### config.mk
export PLATFORM = sky130hd
export DESIGN_NAME = sseg_chain_driver_flat
export DESIGN_NICKNAME = d
export VERILOG_FILES = /design/src/rtl/sseg_chain_driver_if.sv /design/src/rtl/sseg_chain_driver.sv /design/src/flat_wrapper.sv
export SDC_FILE = /design/constraint.sdc
export NUM_CORES = 1
export LEC_CHECK = 0
export CAP_MARGIN = 40
export CORE_UTILIZATION = 30
export DETAILED_ROUTE_END_ITERATION = 10
export PLACE_DENSITY = 0.55
export SYNTH_ARGS = -nofsm -noshare
export SYNTH_HDL_FRONTEND = slang
export SYNTH_SLANG_ARGS = --single-unit
export TNS_END_PERCENT = 50
### constraint.sdc
create_clock -name clk -period 13.05 [get_ports clk]
set_input_delay 2.61 -clock clk [delete_from_list [all_inputs] [get_ports clk]]
set_output_delay 2.61 -clock clk [all_outputs]
set_load 0.01 [all_outputs]
### src/rtl/sseg_chain_driver_if.sv
// Bus bundle between a host and the MAX7219 chain driver.
//   seg  : segment image, device c digit d = seg[c*64+(d-1)*8 +: 8]
//   upd  : refresh request, sampled every clk
//   sclk : serial clock to the device chain
//   load : LOAD/CS, devices latch their shift register on its rising edge
//   sdo  : serial data into DIN of device 0
//   busy : high while initialising or refreshing
//   done : one-cycle pulse when a refresh completes
interface sseg_chain_driver_if #(
    parameter int unsigned NCHIP = 2
);
    logic [NCHIP*64-1:0] seg;
    logic                upd;
    logic                sclk;
    logic                load;
    logic                sdo;
    logic                busy;
    logic                done;

    modport master (
        output seg, upd,
        input  sclk, load, sdo, busy, done
    );

    modport slave (
        input  seg, upd,
        output sclk, load, sdo, busy, done
    );
endinterface

### src/rtl/sseg_chain_driver.sv
// Driver for a daisy chain of MAX7219 display controllers.
// After reset it programs decode, intensity, scan limit, test-off and
// shutdown-off into every device, then repeatedly refreshes all digits from
// a latched copy of the segment image on request.
//   clk : system clock, rising edge
//   rst : asynchronous active-high reset
//   bus : sseg_chain_driver_if.slave (seg/upd in, sclk/load/sdo/busy/done out)
module sseg_chain_driver #(
    parameter int unsigned NCHIP     = 2,
    parameter int unsigned DIGITS    = 8,
    parameter int unsigned CLK_DIV   = 4,
    parameter logic [3:0]  INTENSITY = 4'hF,
    parameter logic [7:0]  DECODE    = 8'h00
) (
    input  logic               clk,
    input  logic               rst,
    sseg_chain_driver_if.slave bus
);

    localparam int unsigned FW = 16 * NCHIP;
    localparam int unsigned SW = 64 * NCHIP;
    localparam int unsigned BW = $clog2(FW);
    localparam int unsigned DW = (CLK_DIV > 1) ? $clog2(CLK_DIV) : 1;

    typedef enum logic [2:0] {
        ST_INIT,
        ST_IDLE,
        ST_LATCH,
        ST_DIG,
        ST_FIN
    } state_t;

    // Phases of one frame: START loads the shift register and drops load.
    typedef enum logic [1:0] {
        PH_START,
        PH_LOW,
        PH_HIGH,
        PH_GAP
    } phase_t;

    state_t          state_q, state_d;
    phase_t          phase_q, phase_d;
    logic [DW-1:0]   div_q, div_d;
    logic [BW-1:0]   bit_q, bit_d;
    logic [3:0]      idx_q, idx_d;
    logic            pending_q, pending_d;
    logic [SW-1:0]   seg_q, seg_d;
    logic [FW-1:0]   shreg_q, shreg_d;
    logic            sclk_q, sclk_d;
    logic            load_q, load_d;
    logic            sdo_q, sdo_d;
    logic            busy_q, busy_d;
    logic            done_q, done_d;

    logic [15:0]     init_word;
    logic [2:0]      dsel;
    logic [FW-1:0]   frame_word;
    logic            div_last;
    logic            bit_last;
    logic            frame_end;

    // Frame contents for the current state: INIT word broadcast, or one digit.
    always_comb begin : frame_build
        init_word  = 16'h0000;
        dsel       = 3'(idx_q - 4'd1);
        frame_word = '0;
        case (idx_q)
            4'd0:    init_word = {4'h0, 4'h9, DECODE};
            4'd1:    init_word = {4'h0, 4'hA, 4'h0, INTENSITY};
            4'd2:    init_word = {4'h0, 4'hB, 8'(DIGITS - 1)};
            4'd3:    init_word = 16'h0F00;
            default: init_word = 16'h0C01;
        endcase
        // Lowest word goes to device 0, so the farthest device is shifted first.
        for (int c = 0; c < int'(NCHIP); c++) begin
            if (state_q == ST_INIT) begin
                frame_word[c*16 +: 16] = init_word;
            end else begin
                frame_word[c*16 +: 16] = {4'h0, idx_q, seg_q[c*64 + int'(dsel)*8 +: 8]};
            end
        end
    end

    // Next-state and next-output logic.
    always_comb begin : next_logic
        state_d   = state_q;
        phase_d   = phase_q;
        div_d     = div_q;
        bit_d     = bit_q;
        idx_d     = idx_q;
        pending_d = pending_q;
        seg_d     = seg_q;
        shreg_d   = shreg_q;
        sclk_d    = sclk_q;
        load_d    = load_q;
        sdo_d     = sdo_q;
        frame_end = 1'b0;
        div_last  = (div_q == DW'(CLK_DIV - 1));
        bit_last  = (bit_q == BW'(FW - 1));

        // Requests arriving while busy collapse into one pending refresh.
        if (bus.upd && (state_q != ST_IDLE)) begin
            pending_d = 1'b1;
        end

        if ((state_q == ST_INIT) || (state_q == ST_DIG)) begin
            case (phase_q)
                PH_START: begin
                    shreg_d = {frame_word[FW-2:0], 1'b0};
                    sdo_d   = frame_word[FW-1];
                    load_d  = 1'b0;
                    sclk_d  = 1'b0;
                    div_d   = '0;
                    bit_d   = '0;
                    phase_d = PH_LOW;
                end
                PH_LOW: begin
                    if (div_last) begin
                        div_d   = '0;
                        sclk_d  = 1'b1;
                        phase_d = PH_HIGH;
                    end else begin
                        div_d = div_q + DW'(1);
                    end
                end
                PH_HIGH: begin
                    if (div_last) begin
                        div_d  = '0;
                        sclk_d = 1'b0;
                        if (bit_last) begin
                            load_d  = 1'b1;
                            sdo_d   = 1'b0;
                            phase_d = PH_GAP;
                        end else begin
                            sdo_d   = shreg_q[FW-1];
                            shreg_d = {shreg_q[FW-2:0], 1'b0};
                            bit_d   = bit_q + BW'(1);
                            phase_d = PH_LOW;
                        end
                    end else begin
                        div_d = div_q + DW'(1);
                    end
                end
                PH_GAP: begin
                    if (div_last) begin
                        div_d     = '0;
                        phase_d   = PH_START;
                        frame_end = 1'b1;
                    end else begin
                        div_d = div_q + DW'(1);
                    end
                end
                default: phase_d = PH_START;
            endcase
        end

        case (state_q)
            ST_INIT: begin
                if (frame_end) begin
                    if (idx_q == 4'd4) begin
                        state_d = ST_LATCH;
                    end else begin
                        idx_d = idx_q + 4'd1;
                    end
                end
            end
            ST_IDLE: begin
                if (bus.upd) begin
                    state_d = ST_LATCH;
                end
            end
            ST_LATCH: begin
                // A request in this very cycle is kept so nothing is lost.
                seg_d     = bus.seg;
                pending_d = bus.upd;
                idx_d     = 4'd1;
                phase_d   = PH_START;
                state_d   = ST_DIG;
            end
            ST_DIG: begin
                if (frame_end) begin
                    if (idx_q == 4'(DIGITS)) begin
                        state_d = ST_FIN;
                    end else begin
                        idx_d = idx_q + 4'd1;
                    end
                end
            end
            ST_FIN: begin
                if (pending_q || bus.upd) begin
                    state_d = ST_LATCH;
                end else begin
                    state_d = ST_IDLE;
                end
            end
            default: state_d = ST_INIT;
        endcase

        busy_d = (state_d != ST_IDLE);
        done_d = (state_d == ST_FIN);
    end

    // State and output registers.
    always_ff @(posedge clk or posedge rst) begin : regs
        if (rst) begin
            state_q   <= ST_INIT;
            phase_q   <= PH_START;
            div_q     <= '0;
            bit_q     <= '0;
            idx_q     <= 4'd0;
            pending_q <= 1'b0;
            seg_q     <= '0;
            shreg_q   <= '0;
            sclk_q    <= 1'b0;
            load_q    <= 1'b1;
            sdo_q     <= 1'b0;
            busy_q    <= 1'b1;
            done_q    <= 1'b0;
        end else begin
            state_q   <= state_d;
            phase_q   <= phase_d;
            div_q     <= div_d;
            bit_q     <= bit_d;
            idx_q     <= idx_d;
            pending_q <= pending_d;
            seg_q     <= seg_d;
            shreg_q   <= shreg_d;
            sclk_q    <= sclk_d;
            load_q    <= load_d;
            sdo_q     <= sdo_d;
            busy_q    <= busy_d;
            done_q    <= done_d;
        end
    end

    assign bus.sclk = sclk_q;
    assign bus.load = load_q;
    assign bus.sdo  = sdo_q;
    assign bus.busy = busy_q;
    assign bus.done = done_q;

endmodule

### src/flat_wrapper.sv
// flat-port wrapper written by rule: the top's interface ports become plain ports
module sseg_chain_driver_flat 
#(
    parameter int unsigned NCHIP     = 2,
    parameter int unsigned DIGITS    = 8,
    parameter int unsigned CLK_DIV   = 4,
    parameter logic [3:0]  INTENSITY = 4'hF,
    parameter logic [7:0]  DECODE    = 8'h00
)
  (clk, rst, bus_seg, bus_upd, bus_sclk, bus_load, bus_sdo, bus_busy, bus_done);
  sseg_chain_driver_if #(.NCHIP(NCHIP)) bus_i ();
  input  logic clk;
  input  logic rst;
  input wire logic [$bits(bus_i.seg)-1:0] bus_seg;
  input wire logic [$bits(bus_i.upd)-1:0] bus_upd;
  output wire logic [$bits(bus_i.sclk)-1:0] bus_sclk;
  output wire logic [$bits(bus_i.load)-1:0] bus_load;
  output wire logic [$bits(bus_i.sdo)-1:0] bus_sdo;
  output wire logic [$bits(bus_i.busy)-1:0] bus_busy;
  output wire logic [$bits(bus_i.done)-1:0] bus_done;
  assign bus_i.seg = bus_seg;
  assign bus_i.upd = bus_upd;
  assign bus_sclk = bus_i.sclk;
  assign bus_load = bus_i.load;
  assign bus_sdo = bus_i.sdo;
  assign bus_busy = bus_i.busy;
  assign bus_done = bus_i.done;
  sseg_chain_driver #(.NCHIP(NCHIP), .DIGITS(DIGITS), .CLK_DIV(CLK_DIV), .INTENSITY(INTENSITY), .DECODE(DECODE)) u_core (.clk(clk), .rst(rst), .bus(bus_i));
endmodule
==> results.yml, run 1 <==
synthesis:
  syn_nets: 1050
  synthAdderAreaFrac_pct: 1.17
  synthArstFlopShare_pct: 100
  netlist_area_mm2: 0.00857
  synth-simple-area-share_pct: 24.5
  synth_top_family_by_area: "simple AND/OR/NAND/NOR gates"
  ys_ff_latch: 181
  ys_types: 54
  synth_compound_area_share_pct: 7.26
  synth_xor_area_share_pct: 0.307
  syn_avg_cell_area_um2: 9.41
  synth-edff-count: 0
  ys.warnings.count: 0
  syn_inst: 911
  muxShareOfSynthArea_pct: 10.2
  seq_area_frac_synth_pct: 52.9
  synthFlopType: "dfrtp_1"
layout:
  diodes: 0
  final_area_mm2: 0.0109
  nets: 1156
  multi_input_area_mm2: 0.00374
  areaGrowthSynthToFinish_pct: 27.2
  regArea_mm2: 0.00453
  drive_above_1_share_pct: 10.0
  nFillCells: 2837
routing:
  ant_nets: 0
  wirelength_um: 21300
  route.detailed.drc: 0
  drtIter0Drc: 354
  wl_per_cell_um: 15.1
  num_vias: 6474
  firstDrtPassIters: 6
  via_per_inst: 4.60
worst_hold_path:
  hold-path-cell-count: 2
  hold_class: "reg2reg"
sta:
  maxSlewViolCount: 0
  post-route-min-period_ns: 4.10
  rsz0062_at_grt: "false"
  hold_violations: 0
  timing.fmax_mhz: 244
  max_slew_margin_pct: 51.1
  worst_pin_slew_ns: 0.734
  final-setup-viol-count: 0
  fin_ws_ns: 8.95
  fin_tns_setup_ns: 0
  hold_slack_ns: 0.469
  fin_skew_ns: 0.0123
  fin_crit_sh_pct: 31.4
floorplan:
  die-width_um: 171
  die_area_mm2: 0.0292
  ios: 136
  placementRows: 61
  core_mm2: 0.0279
  die_height_um: 171
  initial_utilization_pct: 30.7
place:
  pre_cts_slack_ns: 8.57
  gp_congestion: 0.747
  place_area_mm2: 0.0103
  hpwl_um: 14500
  numPortBuffers: 135
global_routing:
  use_met1_pct: 21.6
  met2_usage_pct: 24.4
  antenna_found_initial: 0
  grt_first_pass_wirelength_um: 34700
  grt_use_met3_pct: 3.03
  grt.busiest_layer: "met2"
  grt_max_degree: 93
  grt_pass1_vias: 6581
  grt_usage_pct: 15.4
  grt_overflow: 0
setup_path:
  cp_max_fo: 2
  path_buf_inv: 1
  cp-end-kind: "output pin"
  cp_num_cells: 1
  critPathArrivalTime_ns: 1.49
  reg2reg_depth: 8
  startpoint_type: "flip-flop"
  max_stage_delay_ns: 0.53
  crit_required_ns: 10.44
  cpMaxStageDelayCell: "dfstp_2"
  cp_cell_sequence: "clkdlybuf4s50_1"
  crit_family: "flip-flops"
  path_class: "reg2out"
power:
  p_int_mw: 0.877
  power_frac_comb_pct: 4.6
  vdd_ir_drop_max_mv: 0.0870
  total_power_mw: 1.15
  p_sw_mw: 0.269
  power_frac_seq_pct: 48.9
  p_leak_nw: 4.45
  power_density_mw_per_mm2: 105
  clkPwrFrac_pct: 46.5
  swShare_pct: 23.4
clock_network:
  ctsResizeCount: 0
  clk_latency_ns: 0.44
  cts_buffers: 17
  clk_pin_slew_ns: 0.07
  tritoncts: "done"
  cts.sinks: 181
  clk_path_buf_depth: 2
  htreeDepth: 4
  postCtsSetupBuffers: 0
  holdBufCountCts: 0
  clock_tree.root_cell: "clkbuf_16"
job:
  maxCapViolCount: 0
outcome:
  outcome: "complete, no violations"
[synth_stat cells (2+ instances only)]
cell type    n  area [um2]
nand3_1     18        90.1
a41oi_1      2        17.5
a21o_1       2        15.0
mux4_2      28         631
nor3_1      15        75.1
a2111oi_0    2        17.5
clkbuf_1    35         131
and3_1       3        18.8
a21oi_1      8        40.0
buf_4        2        15.0
or3_1        4        25.0
nand3b_1     2        15.0
dfrtp_1    179        4480
nand2b_1     6        37.5
buf_2       21         105
nand2_1    424        1590
inv_1        8        30.0
nor4_1       2        12.5
xor2_1       2        17.5
o22a_1       2        17.5
mux2_4       7         105
nor2_1      40         150
o21ai_0     21         105
mux2i_1      2        20.0
nor2b_1      4        25.0
or2_2        3        18.8
mux4_1       4         105
a32o_1       2        20.0
ha_1         8         100
a22oi_1      4        30.0
a221oi_2     8         120
o22ai_1      6        37.5
dfstp_2      2        52.6
a31oi_1      4        25.0
a211oi_1     6        45.0
o31ai_1      6        45.0
buf_1        2        7.51
[power by group through the flow]
stage	Combinational (mW)	Sequential [mW]	Clock [mW]
CTS	0.0546	0.560	0.548
finish	0.0528	0.560	0.533
global placement	0.0542	0.571	0
floorplan	0.00863	0.572	0
detailed placement	0.0543	0.571	0
global route	0.0579	0.560	0.571
[final timing paths]
| check | start | to | slack [ns] |
|---|---|---|---|
| worst max-delay path | u_core.bus.load | bus_load | 8.95 |
| worst min-delay path | u_core.seg_q[94] | u_core.seg_q[94] | 0.47 |
| worst max register to register | u_core.bit_q[0] | u_core.bit_q[3] | 10.53 |
| worst min register to register | u_core.seg_q[94] | u_core.seg_q[94] | 0.47 |
| max in group asynchronous | rst | u_core.idx_q[0] | 9.14 |
| min in group asynchronous | rst | u_core.seg_q[15] | 2.68 |
[flip-flops by register name, summed over array words and instances (netlist names)]
register          cells
u_core.seg_q        128
u_core.shreg_q       31
u_core.idx_q          4
u_core.bus.busy       1
u_core.bus.sclk       1
u_core.phase_q        2
u_core.bus.done       1
u_core.state_q        3
u_core.bit_q          5
u_core.div_q          2
u_core.bus.sdo        1
u_core.pending_q      1
u_core.bus.load       1
[tightest hold or removal path: stages, from the launching register on]
cell,delay [ns]
dfrtp_1,0.34
nand2_1,0.05
nand2_1,0.05
[per-stage QoR]
stage	util (%)	std cells
after floorplan	-	911
after global placement	36.6	1373
after detailed placement	36.8	1376
after CTS	39.0	1408
after global routing	39.0	1408
final	39.0	1408
[cells by family after synthesis]
kind of cell             after synthesis
buffers and inverters                 70
adder cells (fa/ha/maj)                8
AO/OA/AOI/OAI                         81
AND/OR/NAND/NOR                      526
XOR/XNOR                               3
multiplexers                          42
flip-flops                           181
[layout make-up]
type	count	area share [%]
Clock buffer	18	4.03
Clock inverter	14	1.66
Inverter	8	0.322
Multi-Input combinational cell	660	34.3
Sequential cell	181	41.6
Tap cell	378	4.34
Timing Repair Buffer	149	13.7
[cell usage in the layout (no fill, tap or decap), types with 7 or more instances in the layout]
cell / count
clkdlybuf4s50_1: 135
clkbuf_16: 17
nor2_1: 40
dfrtp_1: 178
mux4_2: 28
o21ai_0: 21
a221oi_2: 8
nor3_1: 14
a21oi_1: 8
nand3_1: 18
ha_1: 8
nand2_1: 423
buf_4: 12
inv_1: 7
mux2_4: 7
[per-layer routing]
metal	wire, um	vias up
li1	-	3231
met4	189	0
met3	716	10
met2	10200	121
met1	10200	3112
met5	0	-
Note: power is estimated with default switching activity, not from simulation.
==> inputs of run 2 (changes only) <==
==> constraint.sdc (replaced) <==
create_clock -name clk -period 4.23 [get_ports clk]
set_input_delay 0.846 -clock clk [delete_from_list [all_inputs] [get_ports clk]]
set_output_delay 0.846 -clock clk [all_outputs]
set_load 0.01 [all_outputs]
==> results.yml, run 2 (synthesis results as in run 1) <==
layout:
  layout_common_cells: "nand2_1 (423), dfrtp_1 (178), clkdlybuf4s50_1 (135)"
  largest_registers: "u_core.seg_q: 128 flops, u_core.shreg_q: 31 flops, u_core.bit_q: 5 flops"
  top_register: "u_core.seg_q"
  nFillCells: 2836
  diodes: 0
  nets: 1160
  areaGrowthSynthToFinish_pct: 27.7
  final_common_cell: "nand2_1"
  largest_reg_flops: 128
  final_area_mm2: 0.0109
  drive_above_1_share_pct: 10.3
power:
  power_density_mw_per_mm2: 332
  vdd_ir_drop_max_mv: 0.261
  p_leak_nw: 4.48
floorplan:
  initial_utilization_pct: 30.7
  ios: 136
  die-width_um: 171
  placementRows: 61
  core_mm2: 0.0279
  die_area_mm2: 0.0292
  die_height_um: 171
routing:
  route.detailed.drc: 0
  num_vias: 6598
  via_per_inst: 4.67
  drtIter0Drc: 541
  wirelength_um: 22400
  wl_per_cell_um: 15.9
  firstDrtPassIters: 5
  ant_nets: 0
global_routing:
  antenna_found_initial: 0
  grt_pass1_vias: 6689
  grt_overflow: 0
  grt_max_degree: 132
  grt_first_pass_wirelength_um: 36300
  grt_usage_pct: 16.2
sta:
  fin_skew_ns: 0.00784
  rsz0062_at_grt: "false"
  timing.fmax_mhz: 368
  hold_violations: 0
  max_slew_margin_pct: 47.8
  worst_pin_slew_ns: 0.783
  final-setup-viol-count: 0
  post-route-min-period_ns: 2.71
  fin_crit_sh_pct: 64.2
  fin_tns_setup_ns: 0
  maxSlewViolCount: 0
clock_network:
  cts_buffers: 17
  clk_latency_ns: 0.44
  ctsResizeCount: 0
  htreeDepth: 4
  tritoncts: "done"
  holdBufCountCts: 0
  clock_tree.root_cell: "clkbuf_16"
  cts.sinks: 181
  postCtsSetupBuffers: 0
  clk_path_buf_depth: 2
  clk_pin_slew_ns: 0.07
place:
  place_area_mm2: 0.0103
  gp_congestion: 0.746
  hpwl_um: 16000
  numPortBuffers: 135
outcome:
  outcome: "complete, no violations"
setup_path:
  critPathArrivalTime_ns: 3.03
  startpoint_type: "flip-flop"
  cp_max_fo: 33
  crit_required_ns: 4.55
  cp-startpoint: "u_core.idx_q[0]"
  cpMaxStageDelayCell: "dfrtp_2"
  crit-reg2reg-launch: "u_core.idx_q[0]"
  max_stage_delay_ns: 0.69
  path_class: "reg2reg"
  cp-end-kind: "flip-flop"
  path_buf_inv: 2
  cp_cell_sequence: "inv_1, ha_1, buf_4, mux4_2, mux2_4, a221oi_2, nor2_1"
  crit_family: "flip-flops"
worst_hold_path:
  hold_class: "reg2reg"
  min_from: "u_core.shreg_q[30]"
job:
  maxCapViolCount: 0
## run 2: changes by cell type in the layout (fill, tap and decap cells not counted), sizes merged
cell	before	now
buf	14	18
clkinv	6	1
clkinvlp	0	2
bufinv	1	4
## run 2: layer usage
layer / vias to the layer above / global-route usage (%) / part of all wire, %
met5: - / 0 / 0
li1: 3242 / - / -
met3: 26 / 3.17 / 3.8
met1: 3190 / 22.8 / 47
met2: 140 / 25.2 / 47
met4: 0 / 4.70 / 1.6
## run 2: worst reg2reg max path, cell delays in order (launching register included)
cell	delay, ns
dfrtp_2	0.69
inv_1	0.19
ha_1	0.32
buf_4	0.37
mux4_2	0.42
mux2_4	0.29
a221oi_2	0.23
nor2_1	0.07
## run 2: final cells by class
class	count	area, um2	share of cell area (%)
Sequential cell	181	4530	41.4
Clock inverter	14	209	1.91
Inverter	8	33.8	0.309
Multi-Input combinational cell	660	3740	34.2
Timing Repair Buffer	153	1530	14.0
Tap cell	378	473	4.32
Clock buffer	18	429	3.92
## run 2: power breakdown
part | switching (mW) | internal (mW)
combinational | 0.0574 | 0.110
clock | 0.732 | 1.01
sequential | 0.0000000000000000206 | 1.73
total | 0.790 | 2.85
## run 2: metrics by stage
stage	utilization [%]	setup slack, ns	hold WS, ns	total power [mW]	std cells
after floorplan	-	1.06	0.433	1.79	911
after detailed placement	36.9	1.52	0.455	1.93	1380
final	39.2	1.52	0.469	3.64	1412
after CTS	39.2	1.49	0.471	3.68	1412
after global placement	36.8	1.60	0.449	1.93	1378
after global routing	39.2	1.30	0.502	3.75	1412
## run 2: final timing paths
kind	endpoint	slack, ns	cells past startpoint
min in group asynchronous	u_core.seg_q[22]	0.83	2
hold reg to reg	u_core.shreg_q[30]	0.47	2
setup / recovery	u_core.shreg_q[8]	1.52	7
max in group asynchronous	u_core.seg_q[69]	2.57	3
setup reg to reg	u_core.shreg_q[8]	1.52	7
hold / removal	u_core.shreg_q[30]	0.47	2
==> inputs of run 3 (changes only) <==
--- a/config.mk
+++ b/config.mk
@@ -8,7 +8,7 @@
 export CAP_MARGIN = 40
 export CORE_UTILIZATION = 30
 export DETAILED_ROUTE_END_ITERATION = 10
-export PLACE_DENSITY = 0.55
+export PLACE_DENSITY = 0.56
 export SYNTH_ARGS = -nofsm -noshare
 export SYNTH_HDL_FRONTEND = slang
 export SYNTH_SLANG_ARGS = --single-unit
==> constraint.sdc (replaced) <==
create_clock -name clk -period 2.3 [get_ports clk]
set_input_delay 0.46 -clock clk [delete_from_list [all_inputs] [get_ports clk]]
set_output_delay 0.46 -clock clk [all_outputs]
set_load 0.01 [all_outputs]
==> results.yml, run 3 (synthesis results as in run 1) <==
outcome:
  outcome: "complete, no violations"
clock_network:
  clk_path_buf_depth: 2
  cts_buffers: 17
  htreeDepth: 4
  holdBufCountCts: 0
  cts.sinks: 181
  tritoncts: "done"
  clock_tree.root_cell: "clkbuf_16"
  clk_latency_ns: 0.43
  clk_pin_slew_ns: 0.07
power:
  total_power_mw: 6.48
  swShare_pct: 21.0
  power_frac_comb_pct: 4.8
  vdd_ir_drop_max_mv: 0.460
  power_frac_seq_pct: 49.1
  p_int_mw: 5.12
  clkPwrFrac_pct: 46.1
  p_leak_nw: 4.62
  p_sw_mw: 1.36
  power_density_mw_per_mm2: 576
setup_path:
  path_class: "reg2reg"
  path_buf_inv: 0
  cp_common_cell: "ha_2"
  cp_max_fo: 7
  startpoint_type: "flip-flop"
  critPathArrivalTime_ns: 2.61
  cp-end-kind: "flip-flop"
  crit_required_ns: 2.66
  cp_cell_sequence: "ha_2, and3_4, ha_2, nand2b_4, a2111o_2, or3_4, a21oi_2"
  max_stage_delay_ns: 0.59
  crit_family: "simple AND/OR/NAND/NOR gates"
  cpMaxStageDelayCell: "a2111o_2"
sta:
  fin_skew_ns: 0.0131
  timing.fmax_mhz: 444
  hold_violations: 0
  final-setup-viol-count: 0
  rsz0062_at_grt: "true"
  max_slew_margin_pct: 61.9
  fin_tns_setup_ns: 0
  maxSlewViolCount: 0
  hold_slack_ns: 0.366
  worst_pin_slew_ns: 0.572
  fin_ws_ns: 0.0471
  post-route-min-period_ns: 2.25
  fin_crit_sh_pct: 98.0
global_routing:
  grt_usage_pct: 15.6
  grt_max_degree: 130
  use_met1_pct: 22.0
  met2_usage_pct: 24.9
  grt_use_met3_pct: 2.80
  grt.busiest_layer: "met2"
  grt_overflow: 0
  grt_first_pass_wirelength_um: 35700
  antenna_found_initial: 0
  grt_pass1_vias: 6763
place:
  dp_cells: 1394
  gp_congestion: 0.771
  place_area_mm2: 0.0105
  pre_cts_slack_ns: -0.0468
  numPortBuffers: 135
  hpwl_um: 15000
layout:
  fin_util_pct: 40.2
  regArea_mm2: 0.00453
  final_common_cell: "nand2_1"
  areaGrowthSynthToFinish_pct: 31.2
  nFillCells: 2781
  multi_input_area_mm2: 0.00378
  drive_above_1_share_pct: 12.7
  largest_reg_flops: 128
  layout_common_cells: "nand2_1 (423), dfrtp_1 (178), clkdlybuf4s50_1 (135)"
  fin_cells: 1432
  top_register: "u_core.seg_q"
  diodes: 0
  largest_registers: "u_core.seg_q: 128 flops, u_core.shreg_q: 31 flops, u_core.bit_q: 5 flops"
  nets: 1182
  final_area_mm2: 0.0112
floorplan:
  core_mm2: 0.0279
  initial_utilization_pct: 30.7
  die_height_um: 171
  ios: 136
  die_area_mm2: 0.0292
  die-width_um: 171
  placementRows: 61
routing:
  wl_per_cell_um: 15.1
  ant_nets: 0
  drtIter0Drc: 461
  num_vias: 6640
  wirelength_um: 21600
  via_per_inst: 4.64
  route.detailed.drc: 0
  firstDrtPassIters: 5
job:
  maxCapViolCount: 0
worst_hold_path:
  hold_class: "in2async"
## run 3: changes by cell type in the layout (fill, tap and decap cells not counted), moves of 3 or more
cell,delta
buf_12,+8
clkinv_2,+4
inv_6,-5
o21ai_0,-3
o21ai_1,+3
buf_4,+10
## run 3: power groups by stage
| stage | combinational, mW | clock, mW | sequential [mW] |
|---|---|---|---|
| floorplan | 0.0495 | 0 | 3.24 |
| global placement | 0.319 | 0 | 3.24 |
| detailed placement | 0.319 | 0 | 3.24 |
| CTS | 0.320 | 3.04 | 3.18 |
| global route | 0.338 | 3.15 | 3.18 |
| finish | 0.311 | 2.99 | 3.18 |
## run 3: timing repair
action,4_1_cts,5_1_grt
gates resized for setup,0,17
setup buffers,1,4
setup endpoints to repair,16,25
cloned,1,2
pin swaps,1,7
## run 3: path summary, 6_finish.rpt
| check | start | end | slack, ns | depth (start not counted) |
|---|---|---|---|---|
| max reg2reg | u_core.bit_q[1] | u_core.bit_q[2] | 0.05 | 7 |
| min | rst | u_core.seg_q[31] | 0.37 | 2 |
| max in group asynchronous | rst | u_core.idx_q[0] | 1.29 | 3 |
| max | u_core.bit_q[1] | u_core.bit_q[2] | 0.05 | 7 |
| min reg2reg | u_core.shreg_q[30] | u_core.shreg_q[30] | 0.47 | 2 |
| min in group clk | u_core.shreg_q[30] | u_core.shreg_q[30] | 0.47 | 2 |
## run 3: routing by layer
metal | part of all wire [%] | vias up
met4 | 0.93 | 0
met3 | 3.2 | 12
met5 | 0 | -
met1 | 48 | 3220
li1 | - | 3283
met2 | 48 | 125
## run 3: final cells by class
| type | count | share of cell area [%] |
|---|---|---|
| inverter | 8 | 0.301 |
| multi-input combinational | 661 | 33.7 |
| timing repair buffer | 174 | 16.2 |
| tap | 378 | 4.21 |
| clock inverter | 12 | 1.37 |
| clock buffer | 18 | 3.91 |
| sequential | 181 | 40.3 |
